==> src/rtl/vram_arbiter.sv <==
// vram_arbiter: single-port arbiter for the shadow screen VRAM (pages 5 and 7).
// ULA fetches always win the port; snooped CPU screen writes are queued in a
// small in-order FIFO and drained whenever the ULA leaves a cycle idle. ULA
// reads that hit a queued write take the newest queued data instead of VRAM.
module vram_arbiter #(
    parameter int DEPTH = 8
) (
    input  logic        clk_sys,
    input  logic        nRESET,
    input  logic        cpu_wr,
    input  logic [15:0] cpu_addr,
    input  logic [7:0]  cpu_din,
    input  logic        m128,
    input  logic [2:0]  page_ram,
    input  logic        ula_rd,
    input  logic [14:0] ula_addr,
    output logic [7:0]  ula_dout,
    output logic [14:0] ram_addr,
    output logic [7:0]  ram_din,
    output logic        ram_we,
    input  logic [7:0]  ram_dout,
    output logic        fifo_full,
    output logic        overflow
);

    localparam int PTR_W = $clog2(DEPTH);
    localparam int CNT_W = PTR_W + 1;

    typedef struct packed {
        logic [14:0] addr;
        logic [7:0]  data;
    } wr_entry_t;

    // Queue storage and control state.
    wr_entry_t          fifo_mem [DEPTH];
    logic [PTR_W-1:0]   rd_ptr_q, rd_ptr_d;
    logic [PTR_W-1:0]   wr_ptr_q, wr_ptr_d;
    logic [CNT_W-1:0]   count_q, count_d;
    logic               full_q, full_d;
    logic               overflow_q, overflow_d;

    // Port-side holding registers and the forwarding pipeline stage.
    logic [14:0]        ram_addr_q;
    logic [7:0]         ram_din_q;
    logic               rd_valid_q;
    logic               hit_q, hit_d;
    logic [7:0]         fwd_q, fwd_d;

    // Decode and grant signals.
    logic               dec_hit;
    logic [14:0]        dec_addr;
    logic               push_req;
    logic               push_ok;
    logic               pop;
    logic               is_full;
    wr_entry_t          head;

    // Decode the CPU write address into a VRAM address when it targets a screen page.
    always_comb begin
        // NOTE: every signal written here gets a default first so no latch is inferred.
        dec_hit  = 1'b0;
        dec_addr = {1'b0, cpu_addr[13:0]};
        if (cpu_addr[15:14] == 2'b01) begin
            dec_hit = 1'b1;
        end else if (m128 && cpu_addr[15:14] == 2'b11) begin
            if (page_ram == 3'd5) begin
                dec_hit = 1'b1;
            end else if (page_ram == 3'd7) begin
                dec_hit  = 1'b1;
                dec_addr = {1'b1, cpu_addr[13:0]};
            end
        end
    end

    assign is_full  = (count_q == CNT_W'(DEPTH));
    assign push_req = cpu_wr && dec_hit;
    // A pop only happens on an idle ULA cycle with an entry present at cycle start.
    assign pop      = !ula_rd && (count_q != '0);
    // A full queue still accepts a write when the head leaves in the same cycle.
    assign push_ok  = push_req && (!is_full || pop);
    assign head     = fifo_mem[rd_ptr_q];

    // Compute pointer, count, full and sticky overflow next-state values.
    always_comb begin
        rd_ptr_d   = rd_ptr_q;
        wr_ptr_d   = wr_ptr_q;
        count_d    = count_q;
        overflow_d = overflow_q;
        if (pop) begin
            rd_ptr_d = rd_ptr_q + PTR_W'(1);
        end
        if (push_ok) begin
            wr_ptr_d = wr_ptr_q + PTR_W'(1);
        end
        case ({push_ok, pop})
            2'b10:   count_d = count_q + CNT_W'(1);
            2'b01:   count_d = count_q - CNT_W'(1);
            default: count_d = count_q;
        endcase
        if (push_req && !push_ok) begin
            overflow_d = 1'b1;
        end
        full_d = (count_d == CNT_W'(DEPTH));
    end

    // Search entries valid at cycle start, oldest to newest, so the newest match wins.
    always_comb begin
        hit_d = 1'b0;
        fwd_d = 8'h00;
        if (ula_rd) begin
            for (int i = 0; i < DEPTH; i++) begin
                if (CNT_W'(i) < count_q &&
                    fifo_mem[rd_ptr_q + PTR_W'(i)].addr == ula_addr) begin
                    hit_d = 1'b1;
                    fwd_d = fifo_mem[rd_ptr_q + PTR_W'(i)].data;
                end
            end
        end
    end

    // Grant the VRAM port: ULA first, then the FIFO head, otherwise hold the address.
    always_comb begin
        ram_addr = ram_addr_q;
        ram_din  = ram_din_q;
        if (ula_rd) begin
            ram_addr = ula_addr;
        end else if (pop) begin
            ram_addr = head.addr;
            ram_din  = head.data;
        end
    end

    // Suppress the write strobe while reset is asserted so no partial write escapes.
    assign ram_we    = nRESET && pop;
    assign ula_dout  = rd_valid_q ? (hit_q ? fwd_q : ram_dout) : 8'h00;
    assign fifo_full = full_q;
    assign overflow  = overflow_q;

    // Write accepted entries into the queue storage.
    always_ff @(posedge clk_sys) begin
        // NOTE: the storage array is deliberately not reset; validity comes from count_q alone.
        if (push_ok) begin
            fifo_mem[wr_ptr_q] <= '{addr: dec_addr, data: cpu_din};
        end
    end

    // Register control state, port holding values and the read pipeline with synchronous reset.
    always_ff @(posedge clk_sys) begin
        // NOTE: state uses non-blocking assignments so every register samples pre-edge values.
        if (!nRESET) begin
            rd_ptr_q   <= '0;
            wr_ptr_q   <= '0;
            count_q    <= '0;
            full_q     <= 1'b0;
            overflow_q <= 1'b0;
            ram_addr_q <= '0;
            ram_din_q  <= '0;
            rd_valid_q <= 1'b0;
            hit_q      <= 1'b0;
            fwd_q      <= '0;
        end else begin
            rd_ptr_q   <= rd_ptr_d;
            wr_ptr_q   <= wr_ptr_d;
            count_q    <= count_d;
            full_q     <= full_d;
            overflow_q <= overflow_d;
            ram_addr_q <= ram_addr;
            ram_din_q  <= ram_din;
            rd_valid_q <= ula_rd;
            hit_q      <= hit_d;
            fwd_q      <= fwd_d;
        end
    end

endmodule

==> config.mk <==
export PLATFORM = sky130hd
export DESIGN_NAME = vram_arbiter
export DESIGN_NICKNAME = d
export VERILOG_FILES = /design/src/rtl/vram_arbiter.sv
export SDC_FILE = /design/constraint.sdc
export NUM_CORES = 1
export LEC_CHECK = 0
export ABC_AREA = 1
export BUFFER_PORTS_ARGS = -buffer_cell sky130_fd_sc_hd__buf_2
export CORE_MARGIN = 5
export CORE_UTILIZATION = 28
export DETAILED_ROUTE_END_ITERATION = 8
export PLACE_DENSITY_LB_ADDON = 0.05
export SYNTH_ARGS = -nofsm -noshare
export SYNTH_HDL_FRONTEND = slang
export SYNTH_SLANG_ARGS = --single-unit
export TNS_END_PERCENT = 30
==> constraint.sdc <==
create_clock -name clk_sys -period 3.83 [get_ports clk_sys]
set_input_delay 0.5745 -clock clk_sys [delete_from_list [all_inputs] [get_ports clk_sys]]
set_output_delay 0.5745 -clock clk_sys [all_outputs]
set_load 0.03 [all_outputs]
== After elaboration in Yosys (flattened, before gate mapping) ==
Memory sizes are Yosys's and may differ from the RTL's. A register that Yosys moved wholly into a read port is not among the register bits.
Index checks and enable logic that the tools add are counted.
W data, S select, Z words.
Word-level totals
  latch bits: 0
  register bits after elaboration: 45
  memory bits (writable): 184
  output and inout port bits: 34
  memories kept: 1
  memory bits (read-only): 0
Memories
  fifo_mem: depth 8, bits a word 23, read ports 8, clocked after Yosys merged registers in 1, wr ports 1, RTL line 35  | wr_entry_t fifo_mem [DEPTH];
Operators by class
  reductions and logical operators: 20
  shifts and indexed selects: 0
  bitwise logic cells: 0
  multipliers: 0
  $add $sub $neg: 10
  div/mod/pow operators: 0
  equality and inequality tests: 16
  $lt $le $gt $ge: 8
  multiplexer cells: 35
Operators by type and width (count)
  $eq A15 B15 Y1: 8
  $mux W8: 12
  $mux W15: 6
  $lt A3 B4 Y1 const A: 4
  $logic_and A1 B1 Y1: 14
  $mux W1: 14
  $add A3 B3 Y3 const B: 4
  $eq A4 B4 Y1 const B: 2
  $lt A1 B4 Y1 const A: 2
  $lt A2 B4 Y1 const A: 2
  $pmux W4 S2: 1
  $add A3 B1 Y3 const B: 2
  $add A3 B2 Y3 const B: 2
  $eq A3 B3 Y1 const B: 2
  $mux W3: 2
  $add A4 B1 Y4 const B: 1
  $eq A2 B1 Y1 const B: 2
  $eq A2 B2 Y1 const B: 2
  $reduce_bool A4 Y1: 1
  $sub A4 B1 Y4 const B: 1
  $logic_not A1 Y1: 3
  $reduce_and A2 Y1: 1
  $logic_or A1 B1 Y1: 1

== Depth between registers and ports, before layout ==
Gate-level depths: netlist of run 1.
An unclocked memory read counts as a cell.
  word-level depth: 11
  mapped depth: 30
  mapped depth without buffers: 22

== Least setup slack after synthesis of run 1 ==
Ideal clock, no wire load.
  path type: reg2reg
  start: register rd_ptr_q[1]
  end: register fwd_q[0]
  period minus slack after synthesis: 3455 ps
  slack: 375 ps
  setup time: 122 ps
  data arrival time: 3333 ps
  cell stages (with the launch flop): 28
  data required time: 3708 ps
  path through: dfxtp_1 > buf_4 > inv_2 > buf_2 > clkbuf_1 > clkbuf_1 > ha_1 > inv_2 > buf_2 > buf_6 > buf_2 > nand3_1 > nand3_1 > nand2_1 > nand2_1 > nand2_1 > nor2_1 > nand2_1 > nor2_2 > nand2_2 > nand3_1 > nand2_1 > nand2_1 > nand2_1 > nand2_1 > nand2_1 > nand2_1 > a21oi_2
On the way
  longest elaborated chain between the ends: 11
RTL lines
  start: declaration: RTL line 36  | logic [PTR_W-1:0] rd_ptr_q, rd_ptr_d;
  start signal: assignment: RTL line 162  | rd_ptr_q <= rd_ptr_d;
  $add A3 B1 Y3: RTL line 113, 115
  $mem_v2 Z8 W23 (*)
  $eq A15 B15 Y1: RTL line 113  | fifo_mem[rd_ptr_q + PTR_W'(i)].addr == ula_addr) begin
  $logic_and A1 B1 Y1: RTL line 112  | if (CNT_W'(i) < count_q &&
  $mux W8 (6 in a row): RTL line 112
  $mux W8 (*): RTL line 112
  end signal: assignment: RTL line 171  | fwd_q <= fwd_d;
  end: declaration: RTL line 47  | logic [7:0] fwd_q, fwd_d;
Every way passes the cells marked *; elsewhere a longest branch is shown, timed or not.
A chain may end at the register's enable or synchronous reset.

==> metrics.txt, run 1 <==
status=completed; post-synthesis sequential area ratio=35.1%; setup_tns=0 ns; dominant cell type by area after synthesis=edfxtp_1; sequential share of power=16.7%; dominant register cell in the synthesized netlist=edfxtp_1; num rows=94; Slew Limit Fails=0; core area=65600 sq um; GRT Util Overall=24.3%; Post-DP Area=20000 sq um; combinational share of power=67.0%; Netlist Area Pre-Place=18500 sq um; Detailed Place HPWL=65900 microns; P_int=7.97 mW; most frequent cells in the layout=nand2_1, nand3_1, inv_1; Routed Antenna Nets=0; most common cell after layout, fill and taps aside=nand2_1; EDFF count, synth=184; Setup Fix Bufs, Post-CTS=0; CTS H-tree depth=1; CTS clk-pin slew, worst paths=0.06 ns; CP Max Fanout=16; cts hold-fix bufs=0; Crit-path slowest cell=a31oi_1; Max IR drop VDD=467 uV; layout cell share with drive strength beyond 1=10.2%; Largest stage delay, worst path=0.56 ns; Die ar.=71300 sq um; Synth top area share=29.9%; Avg Cell Area, Syn=6.61 sq um; deepest clock path buffer count=3; clock latency on the worst-skew pair=0.62 ns; LEAKAGE=9.49 nW; Setup crit start kind=register; TritonCTS Buffers=30; pwr dens=862 nW/um^2; min cycle time layout=3.71 ns; Initial Util=28.2%; final setup margin=0.124 ns; Clock Tree Root=clkbuf_16; Port Buf Inserts=88; Max-slew headroom=48.7%; Setup CP Type=reg2out; first-pass GRT wire length=128000 microns; Detailed Routing Iterations Pass 1=6; WHS=0.230 ns; Die Wd=267 microns; Async S/R FF share, synth=0%; fmax=270 MHz; switching power=10.1 mW; Die Ht=267 microns; Mapped Cells=2797; CTS Sinks=232; required time worst endpoint=3.26 ns; flop-to-flop setup slack=0.33 ns; worst min path class=in2reg; Nets=2900; residual DRC count=0; initial DRC count=2144; Design Area, Final=21000 sq um; syn_nets=2858; period utilization=96.8%; grt ovf=0; largest net degree at the start of global routing=165; crit end category=primary output; Clock Power Share=16.3%; RSZ-0062 raised after global routing=true; worst-path cell chain=clkinvlp_4 > buf_4 > a21oi_1 > o21ai_0 > a31oi_1 > nand2_1 > nand2_1 > buf_2; actual slew at the worst max-slew pin=0.769 ns; largest cells by area after synthesis=edfxtp_1, nand2_1, nand3_1; vias in the first global route=17598; Final Hold Vio Count=0; Filler cells=7181; Area Growth Syn to Fin=13.6%; Yosys Warn Count=0; most frequent CP cell=nand2_1; mean routed wirelength per cell=24.0 microns; initial antenna violation count=5; IO Pins=89; WP data arrival=3.13 ns; DR vias=19529; Switching Fraction=55.9%; Final Setup Violations=0; post-synthesis cell type count=50; GPL Wtd Cong=0.947; CTS tree=done; worst slack, placed=0.440 ns; max_cap viols=0; DR vias/cell=5.24; worst clock skew=0.0178 ns; DRT Wirelength=89600 microns; #FFs+latches synth=232
[Yosys cell counts (4+ instances only)]
cell type,n
a211oi_1,23
a21oi_1,63
a21oi_2,8
a221oi_1,5
a22o_1,6
a31oi_1,8
and2_1,5
buf_1,11
buf_2,50
buf_4,21
buf_6,25
clkbuf_1,58
clkinv_1,7
dfxtp_1,48
edfxtp_1,184
ha_1,6
inv_1,221
inv_2,8
mux2i_1,32
nand2_1,1011
nand2_2,7
nand3_1,439
nand4_1,9
nor2_1,163
nor2_4,6
nor3_1,5
o2111ai_1,4
o211ai_1,24
o21a_1,9
o21ai_0,204
o21ai_1,42
o21ai_2,8
o22ai_1,12
o2bb2ai_1,11
xor2_1,28
[per-layer routing]
metal  global-route usage (%)  wire [microns]  part of all wire (%)  vias up
li1                         -               -                     -     9371
met1                     37.4           43500                    49     9202
met2                     33.4           34900                    39      843
met3                     7.00            9000                    10      113
met4                     5.36            2110                   2.4        0
met5                        0               0                     0        -
[path summary, 6_finish.rpt]
| path | from | to | cells after the start |
|---|---|---|---|
| min | ula_rd | ram_addr_q[10] | 2 |
| min reg2reg | overflow | overflow | 2 |
| max | register | ram_din[7] | 8 |
| max reg2reg | rd_ptr_q[2] | fwd_q[1] | 20 |
[cells by family (layout without fill, tap and decap cells)]
kind of cell             after synthesis  in the layout  synth area share [%]
AND/OR/NAND/NOR                     1662           1662                  37.8
AO/OA/AOI/OAI                        432            432                  13.6
buffers and inverters                404            470                  10.0
flip-flops                           232            232                  35.1
multiplexers                          32             32                  1.73
XOR/XNOR                              29             29                  1.41
adder cells (fa/ha/maj)                6              6                 0.406
other                                  0              2                     0
[through the flow]
step	utilization [%]	total power, mW	std cells
3_3_place_gp	30.4	14.9	3671
6_report	32.0	18.1	3729
5_1_grt	32.0	19.3	3727
3_5_place_dp	30.4	14.9	3671
2_1_floorplan	-	11.0	2797
4_1_cts	32.0	17.9	3727
[critical path: cells and delay by family, from the launching register on]
kind	cells	cell delay (ns)
flops	1	0.38
compound gates	3	0.78
buf+inv	3	1.02
simple gates	2	0.32
[flip-flops by register name, summed over array words and instances (netlist names), named ones only]
name	cells
fifo_mem	184
hit_q	1
count_q	4
wr_ptr_q	3
rd_valid_q	1
overflow	1
rd_ptr_q	3
fwd_q	8
ram_addr_q	15
fifo_full	1
ram_din_q	8
[area by class of cell]
class                      instances  area [sq um]  share of cell area (%)
multi-input combinational       2161         10200                    48.7
sequential                       232          6500                    30.9
timing repair buffer             175          1260                    5.98
tap                              864          1080                    5.15
inverter                         239           912                    4.35
clock buffer                      34           766                    3.65
clock inverter                    22           251                    1.20
antenna                            2          5.00                  0.0238
[power groups by stage]
stage               Combinational, mW  Clock, mW  Sequential [mW]
detailed placement               11.8          0             3.06
CTS                              11.9       3.03             3.01
global placement                 11.9          0             3.06
floorplan                        7.96          0             3.00
global route                     13.2       3.12             3.03
finish                           12.1       2.95             3.01
[repair_timing]
item                                    in CTS  in global routing
gates resized for setup                      0                  2
endpoints found under the hold margin        0                  0
endpoints found under the setup margin       0                  2
Note: power is estimated with default switching activity, not from simulation.
==> run 2, diff against run 1 <==
Settings changed: CORE_ASPECT_RATIO from default to 1.75.
==> metrics.txt, run 2 (synthesis results as in run 1) <==
most common cell after layout, fill and taps aside=nand2_1; Port Buf Inserts=88 (unchanged); crit end category=register; actual slew at the worst max-slew pin=0.696 ns (-0.0736 ns); worst clock skew=0.0140 ns (-0.00379 ns); flop-to-flop setup slack=0.18 ns (-0.15 ns); LEAKAGE=9.61 nW (+1.3%); grt ovf=0 (unchanged); worst reg2reg path startpoint=rd_ptr_q[1]; Max-slew headroom=53.4% (+4.7 points); CP top delay family=simple AND/OR/NAND/NOR gates; required time worst endpoint=4.30 ns (+1.04 ns); Clock Power Share=14.1% (-2.2 points); hold path start=cpu_addr[6]; clock latency on the worst-skew pair=0.59 ns (-0.03 ns); CTS tree=done; GPL Wtd Cong=0.963 (+1.7%); core area=65500 sq um (-0.24%); Die Wd=204 microns (-23%); max_cap viols=0 (unchanged); Filler cells=7169 (-0.17%); # placed instances=3718 (+1.3%); DR vias=19515 (-0.072%); most frequent cells in the layout=nand2_1, nand3_1, inv_1; num rows=124 (+32%); Final Setup Violations=0 (unchanged); fmax=274 MHz (+1.6%); pwr dens=865 nW/um^2 (+0.44%); period utilization=95.2% (-1.6 points); most frequent CP cell=nand2_1; TritonCTS Buffers=26 (-13%); Largest stage delay, worst path=0.39 ns (-0.17 ns); initial antenna violation count=7 (+2); CTS clk-pin slew, worst paths=0.06 ns (about the same); residual DRC count=0 (unchanged); DRT Wirelength=98500 microns (+10%); deepest clock path buffer count=3 (unchanged); DR vias/cell=5.18 (-1.2%); min cycle time layout=3.65 ns (-0.0597 ns); switching power=10.2 mW (+0.80%); Crit-path slowest cell=nor2_4; combinational share of power=69.4% (+2.4 points); first-pass GRT wire length=138000 microns (+7.7%); setup_tns=0 ns (unchanged); WP buf/inv=4 (+1); Final Hold Vio Count=0 (unchanged); Setup crit start kind=register; Slew Limit Fails=0 (unchanged); Clock Tree Root=clkbuf_16; CTS H-tree depth=1 (unchanged); Initial Util=28.2% (+0.067 points); worst-path cell chain=buf_4 > nor2_4 > clkinvlp_4 > buf_12 > o22ai_1 > nor2_1 > nand2_1 > o21ai_0 > nor2_1 > nand2_1 > nor2_4 > nand3_1 > nand2_1 > inv_1 > nand2_1 > nand2_1 > nand2_1 > a21oi_2; Die ar.=71500 sq um (+0.28%); fin util=32.3% (+0.31 points); Area Growth Syn to Fin=14.4%; P_int=8.11 mW (+1.7%); initial DRC count=1284 (-40%); largest net degree at the start of global routing=101 (-39%); Storage cell area=6500 sq um (unchanged); Detailed Place HPWL=75600 microns (+15%); layout cell share with drive strength beyond 1=11.0% (+0.82 points); RSZ-0062 raised after global routing=false; CP Max Fanout=34 (+18); WP data arrival=4.11 ns (+0.98 ns); Detailed Routing Iterations Pass 1=6 (unchanged); Pwr Total=18.3 mW (+1.2%); Max IR drop VDD=559 uV (+20%); CP Launch Point=rd_ptr_q[1]; Switching Fraction=55.7% (-0.21 points); status=completed; Setup CP Type=reg2reg; CTS Sinks=232 (unchanged); worst min path class=in2reg; area of the multi-input gates=10200 sq um (about the same); mean routed wirelength per cell=26.1 microns (+8.7%); Routed Antenna Nets=0 (unchanged); GRT Util Overall=26.9% (+2.6 points); IO Pins=89 (unchanged); Nets=2928 (+0.97%); final std cells w/o fill=3771 (+1.1%); sequential share of power=16.5% (-0.2 points); vias in the first global route=19486 (+11%); top flop regs=fifo_mem: 184 flops, ram_addr_q: 15 flops; Die Ht=350 microns (+31%); max reg flops=184 (unchanged); Most flops, register=fifo_mem
-- run 2: worst paths after layout --
check | cells after the start | end
setup / recovery | 18 | fwd_q[1]
hold / removal | 1 | fifo_mem[6][14]
hold reg to reg | 2 | overflow
setup reg to reg | 18 | fwd_q[1]
-- run 2: metrics by stage --
stage / cell area [sq um] / hold slack [ns] / setup slack (ns)
after global routing: 21100 / 0.254 / 0.00410
after global placement: 20300 / 0.437 / -0.153
after CTS: 21100 / 0.229 / 0.0483
after detailed placement: 20300 / 0.446 / -0.108
final: 21100 / 0.261 / 0.184
after floorplan: 18500 / 0.453 / 0.375
-- run 2: what timing repair did --
action | 4_1_cts | 5_1_grt
setup endpoints to repair | 2 | 3
pin swaps | 0 | 0
resized for setup | 2 | 1
hold buffers | 0 | 0
hold endpoints to repair | 0 | 0
buffers inserted | 3 | 0
-- run 2: area by class of cell --
type	instances	area share, %
Multi-Input combinational cell	2161	48.4
Antenna cell	2	0.0237
Clock inverter	14	0.586
Sequential cell	232	30.7
Inverter	239	4.31
Tap cell	882	5.22
Timing Repair Buffer	207	7.31
Clock buffer	34	3.45
-- run 2: power by group through the flow --
stage          Combinational (mW)  Clock (mW)  Sequential (mW)
2_1_floorplan                7.96           0             3.00
4_1_cts                      12.7        2.67             3.02
3_3_place_gp                 12.7           0             3.07
6_report                     12.7        2.58             3.02
5_1_grt                      13.7        2.78             3.03
3_5_place_dp                 12.6           0             3.07
-- run 2: per-layer routing --
metal | routed length, microns | up-vias | global-route usage [%]
met3 | 2870 | 248 | 2.21
met4 | 9800 | 0 | 21.3
met5 | 0 | - | 0
met2 | 54200 | 572 | 53.3
li1 | - | 9423 | -
met1 | 31700 | 9272 | 24.6
==> run 3, diff against run 2 <==
==> constraint.sdc (replaced) <==
create_clock -name clk_sys -period 3.83 [get_ports clk_sys]
set_input_delay 0.5745 -clock clk_sys [delete_from_list [all_inputs] [get_ports clk_sys]]
set_output_delay 0.5745 -clock clk_sys [all_outputs]
set_load 0.02 [all_outputs]
==> metrics.txt, run 3 (synthesis results as in run 1) <==
period utilization=94.0% (-1.2 points); min cycle time layout=3.60 ns (-0.0454 ns); GRT Util Overall=27.1% (+0.13 points); Die Wd=204 microns (unchanged); Max IR drop VDD=489 uV (-13%); max_cap viols=0 (unchanged); num rows=124 (unchanged); pwr dens=866 nW/um^2 (+0.11%); Detailed Place HPWL=75600 microns (about the same); TritonCTS Buffers=27 (+3.8%); P_int=8.16 mW (+0.63%); initial DRC count=1455 (+13%); hold path start=cpu_din[1]; switching power=10.2 mW (-0.38%); most frequent cells in the layout=nand2_1, nand3_1, inv_1; Port Buf Inserts=88 (unchanged); Setup crit start kind=register; Routed Antenna Nets=0 (unchanged); CP Max Fanout=133 (+290%); DR vias/cell=5.18 (+0.17%); combinational share of power=68.4% (-1.0 points); Switching Fraction=55.4% (-0.25 points); fmax=278 MHz (+1.3%); Post-DP Area=20200 sq um (-0.30%); met2 GRT Util=54.1% (+0.73 points); top flop regs=fifo_mem: 184 flops, ram_addr_q: 15 flops; layout cell share with drive strength beyond 1=10.7% (-0.35 points); worst reg2reg path startpoint=rd_ptr_q[0]; CTS Sinks=232 (unchanged); DRT Wirelength=99200 microns (+0.76%); first-pass GRT wire length=138000 microns (+0.46%); max reg flops=184 (unchanged); largest net degree at the start of global routing=134 (+33%); busiest grt layer=met2; worst clock skew=0.0290 ns (+0.0150 ns); Slew Limit Fails=0 (unchanged); WP data arrival=4.07 ns (-0.04 ns); worst min path class=in2reg; Area Growth Syn to Fin=14.3% (about the same); CTS clk-pin slew, worst paths=0.06 ns (about the same); grt ovf=0 (unchanged); met3 Usage GRT=2.10% (-0.10 points); sequential share of power=16.6% (about the same); Die Ht=350 microns (unchanged); required time worst endpoint=4.30 ns (about the same); Pwr Total=18.3 mW (about the same); Setup CP Type=reg2reg; Design Area, Final=21100 sq um (about the same); residual DRC count=0 (unchanged); core area=65500 sq um (unchanged); CTS H-tree depth=1 (unchanged); Clock Power Share=15.0% (+0.9 points); most common cell after layout, fill and taps aside=nand2_1; GPL Wtd Cong=0.946 (-1.7%); LEAKAGE=9.56 nW (-0.47%); CTS tree=done; Detailed Routing Iterations Pass 1=6 (unchanged); RSZ-0062 raised after global routing=false; Die ar.=71500 sq um (unchanged); met1 global-route usage=24.1% (-0.57 points); actual slew at the worst max-slew pin=0.811 ns (+0.115 ns); Final Setup Violations=0 (unchanged); Nets=2920 (-0.27%); initial antenna violation count=6 (-1); Clock Tree Root=clkbuf_16; Final Hold Vio Count=0 (unchanged); IO Pins=89 (unchanged); vias in the first global route=19717 (+1.2%); mean routed wirelength per cell=26.4 microns (+0.95%); Max-slew headroom=45.9% (-7.5 points); crit end category=register; Initial Util=28.2% (unchanged); DR vias=19512 (-0.015%); deepest clock path buffer count=3 (unchanged); clock latency on the worst-skew pair=0.60 ns (about the same); Most flops, register=fifo_mem; cts hold-fix bufs=0 (unchanged); CP Launch Point=rd_ptr_q[0]; status=completed
## run 3: changes by cell type in the layout (fill, tap and decap cells not counted), sizes merged
cell      previous run  this run
buf                207       198
clkbuf              34        30
bufinv               2         4
clkinvlp             3         5
inv                230       232
clkinv              18        17
diode                2         3
## run 3: timing repair
| item | CTS | global route |
|---|---|---|
| setup endpoints to repair | 3 | 4 |
| gates cloned | 0 | 0 |
| resized for setup | 1 | 1 |
| setup buffers | 0 | 2 |
## run 3: path summary, 6_finish.rpt
kind	end	slack, ns	cells past startpoint
hold / removal	fifo_mem[1][1]	0.24	1
setup / recovery	fwd_q[7]	0.23	16
hold reg to reg	overflow	0.45	2
setup reg to reg	fwd_q[7]	0.23	16
## run 3: metal layers
metal	wire length, microns	up-vias
met5	0	-
met4	10200	0
met3	2920	268
met2	54800	604
met1	31300	9219
li1	-	9421
## run 3: cell type report
cell class / count / area [sq um]
Timing Repair Buffer: 198 / 1480
Multi-Input combinational cell: 2161 / 10200
Sequential cell: 232 / 6500
Inverter: 239 / 908
Clock buffer: 30 / 707
Tap cell: 882 / 1100
Fill cell: 7272 / 44300
Clock inverter: 19 / 205
Antenna cell: 3 / 7.51
## run 3: critical path: stages (launching register included)
cell and delay [ns]:
dfxtp_4 0.38, buf_12 0.20, buf_4 0.36, o21ai_1 0.19, o22ai_1 0.17, o21ai_0 0.44
o21ai_1 0.12, nor2_1 0.17, nand2_1 0.11, nor2_4 0.34, nand3_1 0.31, nand2_1 0.19
inv_1 0.05, nand2_1 0.06, nand2_1 0.05, nand2_1 0.07, a21oi_2 0.05
## run 3: power groups by stage
stage | Sequential, mW | Combinational, mW | Clock (mW)
after floorplan | 2.99 | 7.84 | 0
after global placement | 3.10 | 12.5 | 0
after detailed placement | 3.10 | 12.4 | 0
after CTS | 3.04 | 12.5 | 2.84
after global routing | 3.06 | 13.5 | 2.93
final | 3.04 | 12.5 | 2.74
## run 3: per-stage QoR
| stage | hold slack [ns] | TNS, ns | setup slack (ns) | utilization [%] | std cells |
|---|---|---|---|---|---|
| 6_report | 0.244 | 0 | 0.229 | 32.3 | 3764 |
| 5_1_grt | 0.236 | 0 | 0.0712 | 32.3 | 3763 |
| 4_1_cts | 0.209 | 0 | 0.0157 | 32.2 | 3759 |
| 3_5_place_dp | 0.440 | -0.285 | -0.117 | 30.8 | 3710 |
| 3_3_place_gp | 0.436 | -0.633 | -0.182 | 30.8 | 3710 |
| 2_1_floorplan | 0.453 | 0 | 0.375 | - | 2797 |
